--- src/rtl/fft256_seq_ctrl_if.sv ---
// Signal bundle between the FFT sequencer and its surroundings: sample input
// handshake, RAM write port, butterfly issue/write-back and unload read port.
//
// Handshake: an input sample transfers on a rising edge where valid_in=1 and
// in_ready=1; in_ready is a function of the sequencer state only and never
// depends on valid_in. sop_in and inv_in are meaningful only with valid_in.
// Everything the sequencer drives out (wr_*, bf_*, wb_*, rd_*, valid_out)
// is a strobe without backpressure: the consumer must take it that cycle.
interface fft256_seq_ctrl_if #(
    parameter int LOGN = 8
);
    localparam int SW = $clog2(LOGN);

    logic            valid_in;
    logic            sop_in;
    logic            inv_in;
    logic            in_ready;
    logic            wr_en;
    logic [LOGN-1:0] wr_addr;
    logic            bf_en;
    logic [LOGN-1:0] addr_p;
    logic [LOGN-1:0] addr_q;
    logic [LOGN-2:0] tw_idx;
    logic [SW-1:0]   stage;
    logic            wb_en;
    logic [LOGN-1:0] wb_addr_p;
    logic [LOGN-1:0] wb_addr_q;
    logic            rd_en;
    logic [LOGN-1:0] rd_addr;
    logic            valid_out;
    logic            sop_out;
    logic            inv_out;
    logic            busy;
    logic            err_sop;
    logic [2:0]      dbg_state;

    // Source of samples / consumer of the control strobes
    modport master (
        output valid_in, sop_in, inv_in,
        input  in_ready, wr_en, wr_addr, bf_en, addr_p, addr_q, tw_idx, stage,
               wb_en, wb_addr_p, wb_addr_q, rd_en, rd_addr, valid_out, sop_out,
               inv_out, busy, err_sop, dbg_state
    );

    // The sequencer itself
    modport slave (
        input  valid_in, sop_in, inv_in,
        output in_ready, wr_en, wr_addr, bf_en, addr_p, addr_q, tw_idx, stage,
               wb_en, wb_addr_p, wb_addr_q, rd_en, rd_addr, valid_out, sop_out,
               inv_out, busy, err_sop, dbg_state
    );
endinterface

--- src/rtl/fft256_seq_ctrl.sv ---
// Address/enable sequencer for an in-place radix-2 FFT around one pipelined
// butterfly and a dual-port sample RAM. Frames are written in bit-reversed
// order, processed stage by stage with a drain gap so each stage's results
// are written back before the next stage reads them, then read out in
// natural order. No datapath arithmetic lives here.
module fft256_seq_ctrl #(
    parameter int N      = 256,
    parameter int LOGN   = 8,
    parameter int BF_LAT = 4,
    parameter int RD_LAT = 1
) (
    input logic              clk,
    input logic              rst_n,
    fft256_seq_ctrl_if.slave bus
);
    localparam int SW = $clog2(LOGN);     // stage index width
    localparam int BW = LOGN - 1;         // butterfly index width (N/2 per stage)
    localparam int DW = $clog2(BF_LAT) + 1;
    localparam int TW = $clog2(RD_LAT) + 1;

    typedef enum logic [2:0] {
        S_IDLE    = 3'd0,
        S_LOAD    = 3'd1,
        S_COMPUTE = 3'd2,
        S_DRAIN   = 3'd3,
        S_UNLOAD  = 3'd4
    } state_t;

    state_t          state;
    logic [LOGN-1:0] cnt;        // samples accepted in the current frame
    logic [BW-1:0]   b;          // butterfly index within the stage
    logic [DW-1:0]   dcnt;       // drain cycles elapsed
    logic [TW-1:0]   tcnt;       // unload tail cycles elapsed
    logic            inv_q;
    logic            err_q;
    logic            bf_en_q;
    logic [LOGN-1:0] addr_p_q;
    logic [LOGN-1:0] addr_q_q;
    logic [BW-1:0]   tw_q;
    logic [SW-1:0]   stage_q;
    logic            rd_en_q;
    logic [LOGN-1:0] rd_addr_q;

    logic [BF_LAT-1:0]           wb_en_sr;
    logic [BF_LAT-1:0][LOGN-1:0] wb_p_sr;
    logic [BF_LAT-1:0][LOGN-1:0] wb_q_sr;
    logic [RD_LAT-1:0]           rd_en_sr;
    logic [RD_LAT-1:0]           rd_sop_sr;

    logic [BW-1:0]   b_next;
    logic [SW-1:0]   stage_next;

    assign b_next     = b + BW'(1);
    assign stage_next = stage_q + SW'(1);

    // Mirror the sample counter so index 1 lands at address N/2, and so on.
    function automatic logic [LOGN-1:0] bitrev(input logic [LOGN-1:0] x);
        logic [LOGN-1:0] r;
        for (int i = 0; i < LOGN; i++) begin
            r[i] = x[LOGN-1-i];
        end
        return r;
    endfunction

    // Distance between the two operands of a butterfly in stage s.
    function automatic logic [LOGN-1:0] half_of(input logic [SW-1:0] s);
        return LOGN'(1) << s;
    endfunction

    // Position of butterfly bi inside its group of 2^s.
    function automatic logic [BW-1:0] j_of(input logic [BW-1:0] bi, input logic [SW-1:0] s);
        return bi & BW'(half_of(s) - LOGN'(1));
    endfunction

    // Upper operand: butterfly index with a zero bit inserted at position s.
    function automatic logic [LOGN-1:0] calc_p(input logic [BW-1:0] bi, input logic [SW-1:0] s);
        return ((LOGN'(bi) >> s) << (int'(s) + 1)) + LOGN'(j_of(bi, s));
    endfunction

    // Twiddle index: group position scaled up to the N/2-entry ROM.
    function automatic logic [BW-1:0] calc_tw(input logic [BW-1:0] bi, input logic [SW-1:0] s);
        return j_of(bi, s) << (BW - int'(s));
    endfunction

    // Input side is combinational so a sample is written in the cycle it is offered.
    assign bus.in_ready  = (state == S_IDLE) || (state == S_LOAD);
    assign bus.busy      = (state != S_IDLE);
    assign bus.wr_en     = bus.valid_in &&
                           (((state == S_IDLE) && bus.sop_in) || (state == S_LOAD));
    assign bus.wr_addr   = ((state == S_LOAD) && !bus.sop_in) ? bitrev(cnt) : '0;

    assign bus.bf_en     = bf_en_q;
    assign bus.addr_p    = addr_p_q;
    assign bus.addr_q    = addr_q_q;
    assign bus.tw_idx    = tw_q;
    assign bus.stage     = stage_q;
    assign bus.wb_en     = wb_en_sr[BF_LAT-1];
    assign bus.wb_addr_p = wb_p_sr[BF_LAT-1];
    assign bus.wb_addr_q = wb_q_sr[BF_LAT-1];
    assign bus.rd_en     = rd_en_q;
    assign bus.rd_addr   = rd_addr_q;
    assign bus.valid_out = rd_en_sr[RD_LAT-1];
    assign bus.sop_out   = rd_sop_sr[RD_LAT-1];
    assign bus.inv_out   = inv_q;
    assign bus.err_sop   = err_q;
    assign bus.dbg_state = state;

    // Frame sequencer: load counting, butterfly schedule, drain gaps, unload.
    // Butterfly and read outputs are loaded on the edge that enters the
    // issuing state, so they line up with the state register cycle for cycle.
    always_ff @(posedge clk) begin
        if (!rst_n) begin
            state     <= S_IDLE;
            cnt       <= '0;
            b         <= '0;
            dcnt      <= '0;
            tcnt      <= '0;
            inv_q     <= 1'b0;
            err_q     <= 1'b0;
            bf_en_q   <= 1'b0;
            addr_p_q  <= '0;
            addr_q_q  <= '0;
            tw_q      <= '0;
            stage_q   <= '0;
            rd_en_q   <= 1'b0;
            rd_addr_q <= '0;
        end else begin
            err_q <= 1'b0;
            case (state)
                S_IDLE: begin
                    // Only a start-of-frame sample opens a frame; it goes to address 0 now.
                    if (bus.valid_in && bus.sop_in) begin
                        state <= S_LOAD;
                        cnt   <= LOGN'(1);
                        inv_q <= bus.inv_in;
                    end
                end
                S_LOAD: begin
                    if (bus.valid_in) begin
                        if (bus.sop_in) begin
                            // Restart: this sample becomes sample 0 of a new frame.
                            err_q <= 1'b1;
                            cnt   <= LOGN'(1);
                            inv_q <= bus.inv_in;
                        end else if (cnt == LOGN'(N - 1)) begin
                            state    <= S_COMPUTE;
                            cnt      <= '0;
                            b        <= '0;
                            stage_q  <= '0;
                            bf_en_q  <= 1'b1;
                            addr_p_q <= calc_p(BW'(0), SW'(0));
                            addr_q_q <= calc_p(BW'(0), SW'(0)) + half_of(SW'(0));
                            tw_q     <= calc_tw(BW'(0), SW'(0));
                        end else begin
                            cnt <= cnt + LOGN'(1);
                        end
                    end
                end
                S_COMPUTE: begin
                    if (b == BW'(N / 2 - 1)) begin
                        state   <= S_DRAIN;
                        bf_en_q <= 1'b0;
                        dcnt    <= '0;
                    end else begin
                        b        <= b_next;
                        bf_en_q  <= 1'b1;
                        addr_p_q <= calc_p(b_next, stage_q);
                        addr_q_q <= calc_p(b_next, stage_q) + half_of(stage_q);
                        tw_q     <= calc_tw(b_next, stage_q);
                    end
                end
                S_DRAIN: begin
                    // Hold issue for BF_LAT cycles so the last write-back precedes the next read.
                    if (dcnt == DW'(BF_LAT - 1)) begin
                        if (stage_q == SW'(LOGN - 1)) begin
                            state     <= S_UNLOAD;
                            rd_en_q   <= 1'b1;
                            rd_addr_q <= '0;
                        end else begin
                            state    <= S_COMPUTE;
                            stage_q  <= stage_next;
                            b        <= '0;
                            bf_en_q  <= 1'b1;
                            addr_p_q <= calc_p(BW'(0), stage_next);
                            addr_q_q <= calc_p(BW'(0), stage_next) + half_of(stage_next);
                            tw_q     <= calc_tw(BW'(0), stage_next);
                        end
                    end else begin
                        dcnt <= dcnt + DW'(1);
                    end
                end
                S_UNLOAD: begin
                    if (rd_en_q) begin
                        if (rd_addr_q == LOGN'(N - 1)) begin
                            rd_en_q <= 1'b0;
                            tcnt    <= '0;
                        end else begin
                            rd_addr_q <= rd_addr_q + LOGN'(1);
                        end
                    end else if (tcnt == TW'(RD_LAT - 1)) begin
                        // Last read data has just been presented.
                        state     <= S_IDLE;
                        rd_addr_q <= '0;
                        stage_q   <= '0;
                    end else begin
                        tcnt <= tcnt + TW'(1);
                    end
                end
                default: state <= S_IDLE;
            endcase
        end
    end

    // Write-back delay line: butterfly enable and addresses shifted by BF_LAT in every state.
    always_ff @(posedge clk) begin
        if (!rst_n) begin
            wb_en_sr <= '0;
            wb_p_sr  <= '0;
            wb_q_sr  <= '0;
        end else begin
            wb_en_sr[0] <= bf_en_q;
            wb_p_sr[0]  <= addr_p_q;
            wb_q_sr[0]  <= addr_q_q;
            for (int i = 1; i < BF_LAT; i++) begin
                wb_en_sr[i] <= wb_en_sr[i-1];
                wb_p_sr[i]  <= wb_p_sr[i-1];
                wb_q_sr[i]  <= wb_q_sr[i-1];
            end
        end
    end

    // Read-data qualifier: rd_en and the address-0 marker delayed by the RAM read latency.
    always_ff @(posedge clk) begin
        if (!rst_n) begin
            rd_en_sr  <= '0;
            rd_sop_sr <= '0;
        end else begin
            rd_en_sr[0]  <= rd_en_q;
            rd_sop_sr[0] <= rd_en_q && (rd_addr_q == '0);
            for (int i = 1; i < RD_LAT; i++) begin
                rd_en_sr[i]  <= rd_en_sr[i-1];
                rd_sop_sr[i] <= rd_sop_sr[i-1];
            end
        end
    end
endmodule
--- src/flat_wrapper.sv ---
// flat-port wrapper written by rule: the top's interface ports become plain ports
module fft256_seq_ctrl_flat 
#(
    parameter int N      = 256,
    parameter int LOGN   = 8,
    parameter int BF_LAT = 4,
    parameter int RD_LAT = 1
)
  (clk, rst_n, bus_valid_in, bus_sop_in, bus_inv_in, bus_in_ready, bus_wr_en, bus_wr_addr, bus_bf_en, bus_addr_p, bus_addr_q, bus_tw_idx, bus_stage, bus_wb_en, bus_wb_addr_p, bus_wb_addr_q, bus_rd_en, bus_rd_addr, bus_valid_out, bus_sop_out, bus_inv_out, bus_busy, bus_err_sop, bus_dbg_state);
  fft256_seq_ctrl_if #(.LOGN(LOGN)) bus_i ();
  input logic clk;
  input logic rst_n;
  input wire logic [$bits(bus_i.valid_in)-1:0] bus_valid_in;
  input wire logic [$bits(bus_i.sop_in)-1:0] bus_sop_in;
  input wire logic [$bits(bus_i.inv_in)-1:0] bus_inv_in;
  output wire logic [$bits(bus_i.in_ready)-1:0] bus_in_ready;
  output wire logic [$bits(bus_i.wr_en)-1:0] bus_wr_en;
  output wire logic [$bits(bus_i.wr_addr)-1:0] bus_wr_addr;
  output wire logic [$bits(bus_i.bf_en)-1:0] bus_bf_en;
  output wire logic [$bits(bus_i.addr_p)-1:0] bus_addr_p;
  output wire logic [$bits(bus_i.addr_q)-1:0] bus_addr_q;
  output wire logic [$bits(bus_i.tw_idx)-1:0] bus_tw_idx;
  output wire logic [$bits(bus_i.stage)-1:0] bus_stage;
  output wire logic [$bits(bus_i.wb_en)-1:0] bus_wb_en;
  output wire logic [$bits(bus_i.wb_addr_p)-1:0] bus_wb_addr_p;
  output wire logic [$bits(bus_i.wb_addr_q)-1:0] bus_wb_addr_q;
  output wire logic [$bits(bus_i.rd_en)-1:0] bus_rd_en;
  output wire logic [$bits(bus_i.rd_addr)-1:0] bus_rd_addr;
  output wire logic [$bits(bus_i.valid_out)-1:0] bus_valid_out;
  output wire logic [$bits(bus_i.sop_out)-1:0] bus_sop_out;
  output wire logic [$bits(bus_i.inv_out)-1:0] bus_inv_out;
  output wire logic [$bits(bus_i.busy)-1:0] bus_busy;
  output wire logic [$bits(bus_i.err_sop)-1:0] bus_err_sop;
  output wire logic [$bits(bus_i.dbg_state)-1:0] bus_dbg_state;
  assign bus_i.valid_in = bus_valid_in;
  assign bus_i.sop_in = bus_sop_in;
  assign bus_i.inv_in = bus_inv_in;
  assign bus_in_ready = bus_i.in_ready;
  assign bus_wr_en = bus_i.wr_en;
  assign bus_wr_addr = bus_i.wr_addr;
  assign bus_bf_en = bus_i.bf_en;
  assign bus_addr_p = bus_i.addr_p;
  assign bus_addr_q = bus_i.addr_q;
  assign bus_tw_idx = bus_i.tw_idx;
  assign bus_stage = bus_i.stage;
  assign bus_wb_en = bus_i.wb_en;
  assign bus_wb_addr_p = bus_i.wb_addr_p;
  assign bus_wb_addr_q = bus_i.wb_addr_q;
  assign bus_rd_en = bus_i.rd_en;
  assign bus_rd_addr = bus_i.rd_addr;
  assign bus_valid_out = bus_i.valid_out;
  assign bus_sop_out = bus_i.sop_out;
  assign bus_inv_out = bus_i.inv_out;
  assign bus_busy = bus_i.busy;
  assign bus_err_sop = bus_i.err_sop;
  assign bus_dbg_state = bus_i.dbg_state;
  fft256_seq_ctrl #(.N(N), .LOGN(LOGN), .BF_LAT(BF_LAT), .RD_LAT(RD_LAT)) u_core (.clk(clk), .rst_n(rst_n), .bus(bus_i));
endmodule
--- config.mk ---
export PLATFORM = sky130hd
export DESIGN_NAME = fft256_seq_ctrl_flat
export DESIGN_NICKNAME = d
export VERILOG_FILES = /design/src/rtl/fft256_seq_ctrl_if.sv /design/src/rtl/fft256_seq_ctrl.sv /design/src/flat_wrapper.sv
export SDC_FILE = /design/constraint.sdc
export NUM_CORES = 1
export LEC_CHECK = 0
export ABC_AREA = 1
export CAP_MARGIN = 20
export CORE_MARGIN = 3
export CORE_UTILIZATION = 30
export CTS_CLUSTER_SIZE = 28
export DETAILED_ROUTE_END_ITERATION = 16
export GPL_ROUTABILITY_DRIVEN = 0
export PLACE_DENSITY = 0.51
export SLEW_MARGIN = 20
export SYNTH_ARGS = -nofsm -noshare
export SYNTH_HDL_FRONTEND = slang
export SYNTH_SLANG_ARGS = --single-unit
--- constraint.sdc ---
create_clock -name clk -period 4.45 [get_ports clk]
set_clock_uncertainty 0.2 [all_clocks]
set_input_delay 0.6675 -clock clk [delete_from_list [all_inputs] [get_ports clk]]
set_output_delay 0.6675 -clock clk [all_outputs]
set_load 0.05 [all_outputs]
==> results.md, run 1 <==
- Post-synthesis register bit count: 129
- Initial antenna violation count: 0
- H-tree Lvls: 4
- Critical Path RT: 4.56 ns
- Seq pwr share: 24.6%
- Core area: 20,400 sq um
- Final wirelength: 15,200 um
- Yosys top cell area share: 41.4%
- F_max: 241 MHz
- Inserted Diodes: 0
- Post-synth top cells: 183 x nand2_1, 161 x inv_1, 129 x dfxtp_1
- Synth unique cells: 51
- Layout cells sized above 1: 16.0%
- Comb power frac: 45.8%
- Most used cell, CP: nand2_1
- Met3 Wirelength: 537 um
- CP Class: flop to flop
- Relative slew slack: 40.0%
- Setup tns final: 0 ns
- Layout fillers: 2,095
- Fin area: 8240 sq um
- Crit path largest cell delay: 0.41 ns
- RSZ-0062 raised after global routing: true
- DP Cell Count: 1,183
- Clk sinks: 129
- DR vias/cell: 4.41
- Status: finished clean
- Nets: 971
- DRC: 0
- CTS buffer count: 17
- Post-Synthesis Cells: 854
- Crit Path Max Fanout: 4
- Final Max Slew Viols: 0
- Total grt overflow: 0
- CP endpoint kind: flop
- Die H: 150 um
- DP Area: 7290 sq um
- Total vias in the final route: 5,375
- Synth area leader: dfxtp_1
- Worst-Margin Slew: 0.900 ns
- Non-filler cells in the finished layout: 1,219
- MaxCap Viol Count: 0
- Met2 WL: 6950 um
- Post-Syn Area: 6240 sq um
- Worst-path clk slew: 0.06 ns
- DR pass1 iterations: 5
- Final hold vios: 0
- Die ar.: 22,600 sq um
- PwrDens: 664 nW/um^2
- Max VDD drop: 0.245 mV
- Vias in the first global route: 4,970
- Tcrit/Tclk final: 93.4%
- Largest net degree at the start of global routing: 87
- Routed Antenna Nets: 0
- GRT Total Usage: 13.7%
- Sw Share: 40.0%
- FFs w/ async S/R, synth: 0%
- Cell with the most instances after synthesis: nand2_1
- Number of flops mapped to enable cells by yosys: 0
- Internal Power: 3.28 mW
- Layout Utilization: 40.5%
- Clk buf depth: 2
- # port buffers: 75
- Area added between synthesis and finish: 32.0%
- Dpl hpwl: 11,200 um
- Critical path launch point type: flop
- CTS root buf: clkbuf_16
- Static leakage: 3.89 nW
- Slowest-stage cell, CP: fa_2
- CP arrival: 4.27 ns
- Most used DFF post-synth: dfxtp_1
- Tmin final: 4.16 ns
- CTS tree: yes
- Initial DRC count: 245
- Number of I/O pins: 76
- DR WL/cell: 12.5 um
- First-pass GRT wire length: 24,500 um
- Row count: 52
- Yosys warning count: 0
- Initial core utilization: 30.7%
- Die Wd: 150 um
- Later-pin clock latency in the skew report: 0.42 ns
- Top sig layer: met4
- Worst hold path type: flop to flop
- M1 wire length: 7480 um
- Clock power frac: 29.6%
- Psw: 2.19 mW
- Mean Syn Cell Area: 7.31 sq um
- Sequential share of the synthesized area: 41.4%
- Largest cells by area after synthesis: dfxtp_1 41%, nand2_1 11%, inv_1 9.7%
- Final setup violation count: 0
- Syn Nets: 889
per-stage QoR:
step | hold WS [ns] | power, mW | setup WS (ns)
final | 0.206 | 5.47 | 0.292
after global routing | 0.218 | 5.82 | -0.0273
after CTS | 0.205 | 5.26 | 0.0337
after detailed placement | 0.195 | 3.61 | 0.0618
after global placement | 0.192 | 3.63 | 0.114
after floorplan | 0.190 | 2.91 | 0.00696
area by class of cell:
type | count | area [sq um] | area share (%)
clock buffer | 18 | 439 | 5.33
clock inverter | 14 | 253 | 3.07
inverter | 173 | 649 | 7.88
multi-input combinational | 511 | 3010 | 36.5
sequential | 129 | 2590 | 31.5
tap | 270 | 338 | 4.10
timing repair buffer | 104 | 963 | 11.7
sequential cells by signal, indices dropped and copies added (netlist names), 4 cells and up:
| name | cells |
|---|---|
| u_core.bus.addr_q | 8 |
| u_core.wb_en_sr | 4 |
| u_core.b | 7 |
| u_core.wb_q_sr | 24 |
| u_core.bus.wb_addr_p | 8 |
| u_core.wb_p_sr | 24 |
| u_core.bus.wb_addr_q | 8 |
| u_core.cnt | 8 |
| u_core.bus.tw_idx | 7 |
| u_core.bus.rd_addr | 8 |
| u_core.bus.addr_p | 8 |
cells in the final DEF (no fill, tap or decap), types with 2 or more instances in the layout:
cell and n:
dfxtp_2 5, o22ai_1 11, o21ai_1 4, nor2_1 53, inv_8 2, a31oi_1 4, o21ai_2 3, a211oi_1 4
nand3_1 53, a21oi_4 2, ha_1 21, buf_4 29, nand2_2 13, o21ai_0 36, inv_2 12, nand2_1 176
dfxtp_1 123, o211ai_1 3, nor4_1 3, a21oi_2 7, nor3_1 14, clkinv_4 3, nand4_1 5, nand3_2 8
xor2_1 4, o32ai_1 3, ha_4 6, nor2_4 6, inv_1 159, a21oi_1 36, clkbuf_16 17, clkinv_1 2
bufinv_16 6, nor2_2 12, xor2_2 2, clkdlybuf4s50_1 74, clkinvlp_4 2
worst paths after layout:
check | start | end | slack (ns) | cells past startpoint
setup / recovery | u_core.b[1] | u_core.bus.addr_q[7] | 0.29 | 31
setup reg to reg | u_core.b[1] | u_core.bus.addr_q[7] | 0.29 | 31
hold reg to reg | u_core.wb_q_sr[14] | u_core.wb_q_sr[22] | 0.21 | 2
hold / removal | u_core.wb_q_sr[14] | u_core.wb_q_sr[22] | 0.21 | 2
routing by layer:
layer  vias up  track usage, %
met1      2402            18.4
met3        24            3.22
li1       2843               -
met2       106            21.4
met4         0            4.89
met5         -               0
worst max-delay path: cells and delay by family, from the launching register on:
kind / cells / cell delay [ns]
buffers and inverters: 3 / 0.17
AND/OR/NAND/NOR: 20 / 1.74
AO/OA/AOI/OAI: 3 / 0.46
flip-flops: 1 / 0.35
XOR/XNOR: 1 / 0.17
adder cells (fa/ha/maj): 4 / 0.96
logic make-up (layout without fill, tap and decap cells):
| group | count (synthesis) | count (layout) | share of synthesized area, % |
|---|---|---|---|
| xor+xnor | 8 | 8 | 1.12 |
| fa+ha+maj | 30 | 30 | 6.25 |
| simple gates | 348 | 348 | 24.7 |
| flops | 129 | 129 | 41.4 |
| compound gates | 125 | 125 | 12.5 |
| buf+inv | 214 | 309 | 14.1 |
power by group through the flow:
stage | sequential [mW] | combinational [mW] | clock, mW
after floorplan | 1.54 | 1.37 | 0
after global placement | 1.37 | 2.26 | 0
after detailed placement | 1.37 | 2.24 | 0
after CTS | 1.35 | 2.26 | 1.66
after global routing | 1.36 | 2.75 | 1.71
final | 1.35 | 2.51 | 1.62
repair_timing:
item / 4_1_cts / 5_1_grt
setup endpoints to repair: 0 / 4
hold buffers: 0 / 0
buffers inserted: 0 / 4
resized for setup: 0 / 49
(Power assumes the default switching activity.)
==> inputs of run 2 (changes only) <==
- CELL_PAD_IN_SITES_DETAIL_PLACEMENT: not set -> 0
- CELL_PAD_IN_SITES_GLOBAL_PLACEMENT: not set -> 1
- CORE_MARGIN: 3 -> not set
- PLACE_DENSITY: 0.51 -> 0.65
==> results.md, run 2 (synthesis results as in run 1) <==
- RSZ-0062 raised after global routing: true
- Leading registers by flop count: u_core.wb_p_sr (24), u_core.wb_q_sr (24)
- # port buffers: 75 (unchanged)
- Final Max Slew Viols: 0 (unchanged)
- Final worst setup slack: 0.241 ns (-0.0514 ns)
- F_max: 238 MHz (-1.2%)
- CP endpoint kind: flop
- Vias in the first global route: 5,171 (+4.0%)
- Dpl hpwl: 11,500 um (+2.4%)
- CTS root buf: clkbuf_16
- Hold path depth: 2 (unchanged)
- Slowest-stage cell, CP: fa_2
- Largest net degree at the start of global routing: 87 (unchanged)
- Non-filler cells in the finished layout: 1,224 (+0.41%)
- Initial antenna violation count: 0 (unchanged)
- Later-pin clock latency in the skew report: 0.42 ns (about the same)
- Row count: 52 (unchanged)
- Most used cell, CP: nand2_1
- Commonest non-fill, non-tap cell in the layout: nand2_1
- CP Class: flop to flop
- Final hold vios: 0 (unchanged)
- Tmin final: 4.21 ns (+0.0514 ns)
- Tcrit/Tclk final: 94.6% (+1.2 points)
- DP Cell Count: 1,182 (-0.085%)
- DP Worst Slack: 0.0136 ns (-0.0482 ns)
- Worst-path clk slew: 0.06 ns (about the same)
- Die ar.: 21,400 sq um (-5.3%)
- DRC: 0 (unchanged)
- PwrDens: 641 nW/um^2 (-3.5%)
- Critical path launch point type: flop
- Core area: 20,300 sq um (-0.32%)
- Crit path largest cell delay: 0.39 ns (-0.02 ns)
- CTS buffer count: 17 (unchanged)
- DR vias/cell: 4.39 (-0.41%)
- Critical Path RT: 4.56 ns (about the same)
- R2r worst-path depth: 32 (+3.2%)
- Relative slew slack: 39.2% (-0.75 points)
- Status: finished clean
- Die H: 146 um (-2.7%)
- Crit Path Max Fanout: 4 (unchanged)
- CTS Hold Bufs: 0 (unchanged)
- CTS tree: yes
- Layout fillers: 2,117 (+1.1%)
- Worst-Margin Slew: 0.912 ns (+0.0112 ns)
- Total vias in the final route: 5,375 (unchanged)
- DR WL/cell: 12.8 um (+2.7%)
- Final wirelength: 15,700 um (+3.1%)
- Routed Antenna Nets: 0 (unchanged)
- DR pass1 iterations: 4 (-1)
- CP arrival: 4.32 ns (+0.05 ns)
- GRT Total Usage: 15.6% (+1.9 points)
- Number of I/O pins: 76 (unchanged)
- Inserted Diodes: 0 (unchanged)
- First-pass GRT wire length: 26,300 um (+7.3%)
- MaxCap Viol Count: 0 (unchanged)
- Total grt overflow: 0 (unchanged)
- Initial core utilization: 30.8% (+0.098 points)
- H-tree Lvls: 4 (unchanged)
- Most frequent cells in the layout: 178 x nand2_1, 160 x inv_1, 124 x dfxtp_1
- Initial DRC count: 299 (+22%)
- Worst hold path type: flop to flop
- Max VDD drop: 0.262 mV (+6.9%)
- Final setup violation count: 0 (unchanged)
- Layout cells sized above 1: 15.7% (-0.29 points)
- Static leakage: 3.90 nW (+0.36%)
- Die Wd: 146 um (-2.7%)
- Clk buf depth: 2 (unchanged)
- Area added between synthesis and finish: 31.0%
- Nets: 977 (+0.62%)
- Setup tns final: 0 ns (unchanged)
- Clk sinks: 129 (unchanged)
## run 2: layout make-up
| class | count | area (sq um) | share of cell area (%) |
|---|---|---|---|
| Multi-Input combinational cell | 511 | 3000 | 36.7 |
| Sequential cell | 129 | 2600 | 31.8 |
| Timing Repair Buffer | 110 | 1010 | 12.3 |
| Inverter | 173 | 652 | 7.97 |
| Clock buffer | 18 | 439 | 5.37 |
| Tap cell | 270 | 338 | 4.13 |
| Clock inverter | 13 | 143 | 1.74 |
## run 2: path summary, 6_finish.rpt
kind                 startpoint                       to  slack, ns
min reg2reg  u_core.wb_q_sr[20]  u_core.bus.wb_addr_q[4]       0.21
min          u_core.wb_q_sr[20]  u_core.bus.wb_addr_q[4]       0.21
max reg2reg         u_core.b[1]     u_core.bus.addr_q[7]       0.24
max                 u_core.b[1]     u_core.bus.addr_q[7]       0.24
## run 2: power breakdown
part           internal (mW)  leakage [nW]  switching [mW]  total (mW)
Sequential              1.27          1.05          0.0777        1.35
Clock                  0.805         0.289           0.571        1.38
Combinational          0.926          2.57            1.59        2.51
Total                   3.01          3.90            2.24        5.24
## run 2: what timing repair did
| item | 4_1_cts | 5_1_grt |
|---|---|---|
| gates resized for setup | 2 | 46 |
| gates cloned | 0 | 0 |
| pin swaps | 0 | 28 |
| setup buffers | 0 | 11 |
| endpoints found under the setup margin | 1 | 4 |
| endpoints found under the hold margin | 0 | 0 |
## run 2: metrics by stage
step	hold slack (ns)	area (sq um)	util, %	power [mW]
floorplan	0.190	6250	-	2.91
global placement	0.192	7290	35.9	3.63
detailed placement	0.195	7290	35.9	3.62
CTS	0.208	7870	38.8	5.02
global route	0.222	8180	40.3	5.64
finish	0.206	8180	40.3	5.24
## run 2: layer usage
| layer | wire length, um | track usage, % | up-vias |
|---|---|---|---|
| met5 | 0 | 0 | - |
| met4 | 125 | 4.38 | 0 |
| met3 | 659 | 3.38 | 12 |
| met2 | 7000 | 24.4 | 98 |
| met1 | 7930 | 21.4 | 2411 |
| li1 | - | - | 2854 |
## run 2: worst max-delay path: cells and delay by family, from the launching register on
kind	cells	cell delay, ns
AO/OA/AOI/OAI	4	0.63
XOR/XNOR	1	0.24
adder cells (fa/ha/maj)	4	0.94
buffers and inverters	2	0.11
flip-flops	1	0.37
AND/OR/NAND/NOR	21	1.60
==> inputs of run 3 (changes only) <==
- CELL_PAD_IN_SITES_DETAIL_PLACEMENT: 0 -> 1
- CELL_PAD_IN_SITES_GLOBAL_PLACEMENT: 1 -> 2
- CORE_UTILIZATION: 30 -> 32
- PLACE_DENSITY: 0.65 -> 0.81
- clock period: 4.45 -> 4.05 ns (I/O delays scaled with it)
==> results.md, run 3 (synthesis results as in run 1) <==
- Status: complete, but fails checks
- Failing checks: negative setup slack
- Reg2reg setup slack: -0.16 ns (-0.40 ns)
- Final hold vios: 0 (unchanged)
- CP Class: flop to flop
- Worst-path clk slew: 0.07 ns (about the same)
- MaxCap Viol Count: 0 (unchanged)
- Total grt overflow: 0 (unchanged)
- Critical Path RT: 4.17 ns (-0.39 ns)
- GRT Total Usage: 18.6% (+3.0 points)
- Initial DRC count: 172 (-42%)
- CP arrival: 4.33 ns (about the same)
- DR WL/cell: 14.3 um (+12%)
- # port buffers: 75 (unchanged)
- Die Wd: 142 um (-3.1%)
- Crit Path Max Fanout: 3 (-1)
- Fin area: 8850 sq um (+8.3%)
- DR pass1 iterations: 4 (unchanged)
- Total vias in the final route: 5,859 (+9.0%)
- Clk sinks: 129 (unchanged)
- Psw: 2.73 mW (+22%)
- Tmin final: 4.21 ns (+0.00120 ns)
- RSZ-0062 raised after global routing: true
- Final wirelength: 18,300 um (+16%)
- R2r endpoint: u_core.bus.addr_q[7]
- Clk buf depth: 2 (unchanged)
- Layout cells sized above 1: 25.6% (+9.9 points)
- H-tree Lvls: 4 (unchanged)
- Final Max Slew Viols: 0 (unchanged)
- Worst-Margin Slew: 0.919 ns (+0.00778 ns)
- CTS root buf: clkbuf_16
- Slowest-stage cell, CP: fa_2
- CTS Hold Bufs: 0 (unchanged)
- Sw Share: 43.3% (+0.61 points)
- Critical path launch point type: flop
- Worst hold start: u_core.wb_p_sr[8]
- Final setup violation count: 2 (+2)
- Clock power frac: 23.2% (-3.0 points)
- R2r worst-path depth: 31 (-3.1%)
- CTS buffer count: 17 (unchanged)
- Leading registers by flop count: u_core.wb_p_sr (24), u_core.wb_q_sr (24)
- Static leakage: 4.22 nW (+8.2%)
- DRC: 0 (unchanged)
- Comb power frac: 53.3% (+5.4 points)
- Die H: 142 um (-3.1%)
- CP endpoint kind: flop
- CTS tree: yes
- Row count: 50 (-3.8%)
- Nets: 1,037 (+6.1%)
- Seq pwr share: 23.5% (-2.3 points)
- Inserted Diodes: 0 (unchanged)
- Area added between synthesis and finish: 41.8%
- Most used cell, CP: nand2_1
- Core area: 18,900 sq um (-6.9%)
- Initial antenna violation count: 0 (unchanged)
- Crit path largest cell delay: 0.39 ns (about the same)
- R2r startpoint: u_core.b[0]
- F_max: 238 MHz (about the same)
- Commonest non-fill, non-tap cell in the layout: nand2_1
- DR vias/cell: 4.60 (+4.6%)
- Number of I/O pins: 76 (unchanged)
- Tcrit/Tclk final: 104% (+9.4 points)
- PwrDens: 712 nW/um^2 (+11%)
- Hold path depth: 2 (unchanged)
- Final worst setup slack: -0.160 ns (-0.401 ns)
- Largest net degree at the start of global routing: 87 (unchanged)
- Relative slew slack: 38.7% (-0.52 points)
- Die ar.: 20,100 sq um (-6.2%)
- Most frequent cells in the layout: 169 x nand2_1, 151 x inv_1, 123 x dfxtp_1
- Worst hold path type: flop to flop
- DP Area: 7700 sq um (+5.7%)
- Initial core utilization: 33.0% (+2.3 points)
- Internal Power: 3.57 mW (+19%)
- CP startpoint: u_core.b[0]
- First-pass GRT wire length: 29,200 um (+11%)
- Routed Antenna Nets: 0 (unchanged)
- Total power: 6.30 mW (+20%)
- Later-pin clock latency in the skew report: 0.42 ns (about the same)
- Worst Hold Path EP: u_core.wb_p_sr[16]
- Dpl hpwl: 13,100 um (+14%)
- Vias in the first global route: 5,868 (+13%)
- Max VDD drop: 0.342 mV (+31%)
[run 3: changes by cell type in the layout (fill, tap and decap cells not counted), sizes merged]
cell and delta:
buf +60, clkinv +3, bufinv -1, clkbuf -1
[run 3: critical path, delay by kind of cell, from the launching register on]
family                   cells  cell delay (ns)
buffers and inverters        3             0.16
AO/OA/AOI/OAI                3             0.47
AND/OR/NAND/NOR             20             1.73
XOR/XNOR                     1             0.19
flip-flops                   1             0.36
adder cells (fa/ha/maj)      4             0.98
[run 3: worst max path at each step]
stage                                 to  slack, ns  depth (start not counted)
global route        u_core.bus.addr_q[7]      -0.45                         32
finish              u_core.bus.addr_q[7]      -0.16                         31
global placement    u_core.bus.addr_q[7]      -0.12                         32
detailed placement  u_core.bus.addr_q[7]      -0.23                         32
CTS                 u_core.bus.addr_q[7]      -0.12                         32
floorplan           u_core.bus.addr_q[7]       0.01                         31
[run 3: area by class of cell]
class | instances | area (sq um)
fillers | 2332 | 10000
inverters | 173 | 652
repair buffers | 170 | 1480
flip-flops and latches | 129 | 2600
well taps | 260 | 325
clock buffers | 17 | 425
multi-input cells | 511 | 3230
clock inverters | 15 | 139
[run 3: power by group through the flow]
stage	logic [mW]	clock network [mW]	registers [mW]
after floorplan	1.58	0	1.70
after detailed placement	2.80	0	1.50
after CTS	2.96	1.51	1.48
after global placement	2.77	0	1.50
final	3.36	1.46	1.48
after global routing	3.67	1.56	1.49
[run 3: stage by stage]
stage	setup WS [ns]	hold slack, ns	cells	util [%]	setup TNS, ns
floorplan	0.0113	0.190	854	-	0
global placement	-0.119	0.192	1223	40.8	-0.119
detailed placement	-0.226	0.198	1223	40.8	-0.342
CTS	-0.119	0.208	1271	45.1	-0.215
global route	-0.445	0.231	1275	46.9	-1.19
finish	-0.160	0.208	1275	46.9	-0.192
[run 3: repair_timing]
item | in CTS | in global routing
endpoints found under the setup margin | 4 | 5
pin swaps | 32 | 36
gates cloned | 0 | 0
resized for setup | 31 | 71
buffers inserted | 17 | 8
[run 3: routing by layer]
| metal | global-route usage, % | wire length (um) |
|---|---|---|
| met1 | 23.6 | 8450 |
| met4 | 5.83 | 281 |
| met5 | 0 | 0 |
| met2 | 31.6 | 8940 |
| met3 | 3.75 | 602 |
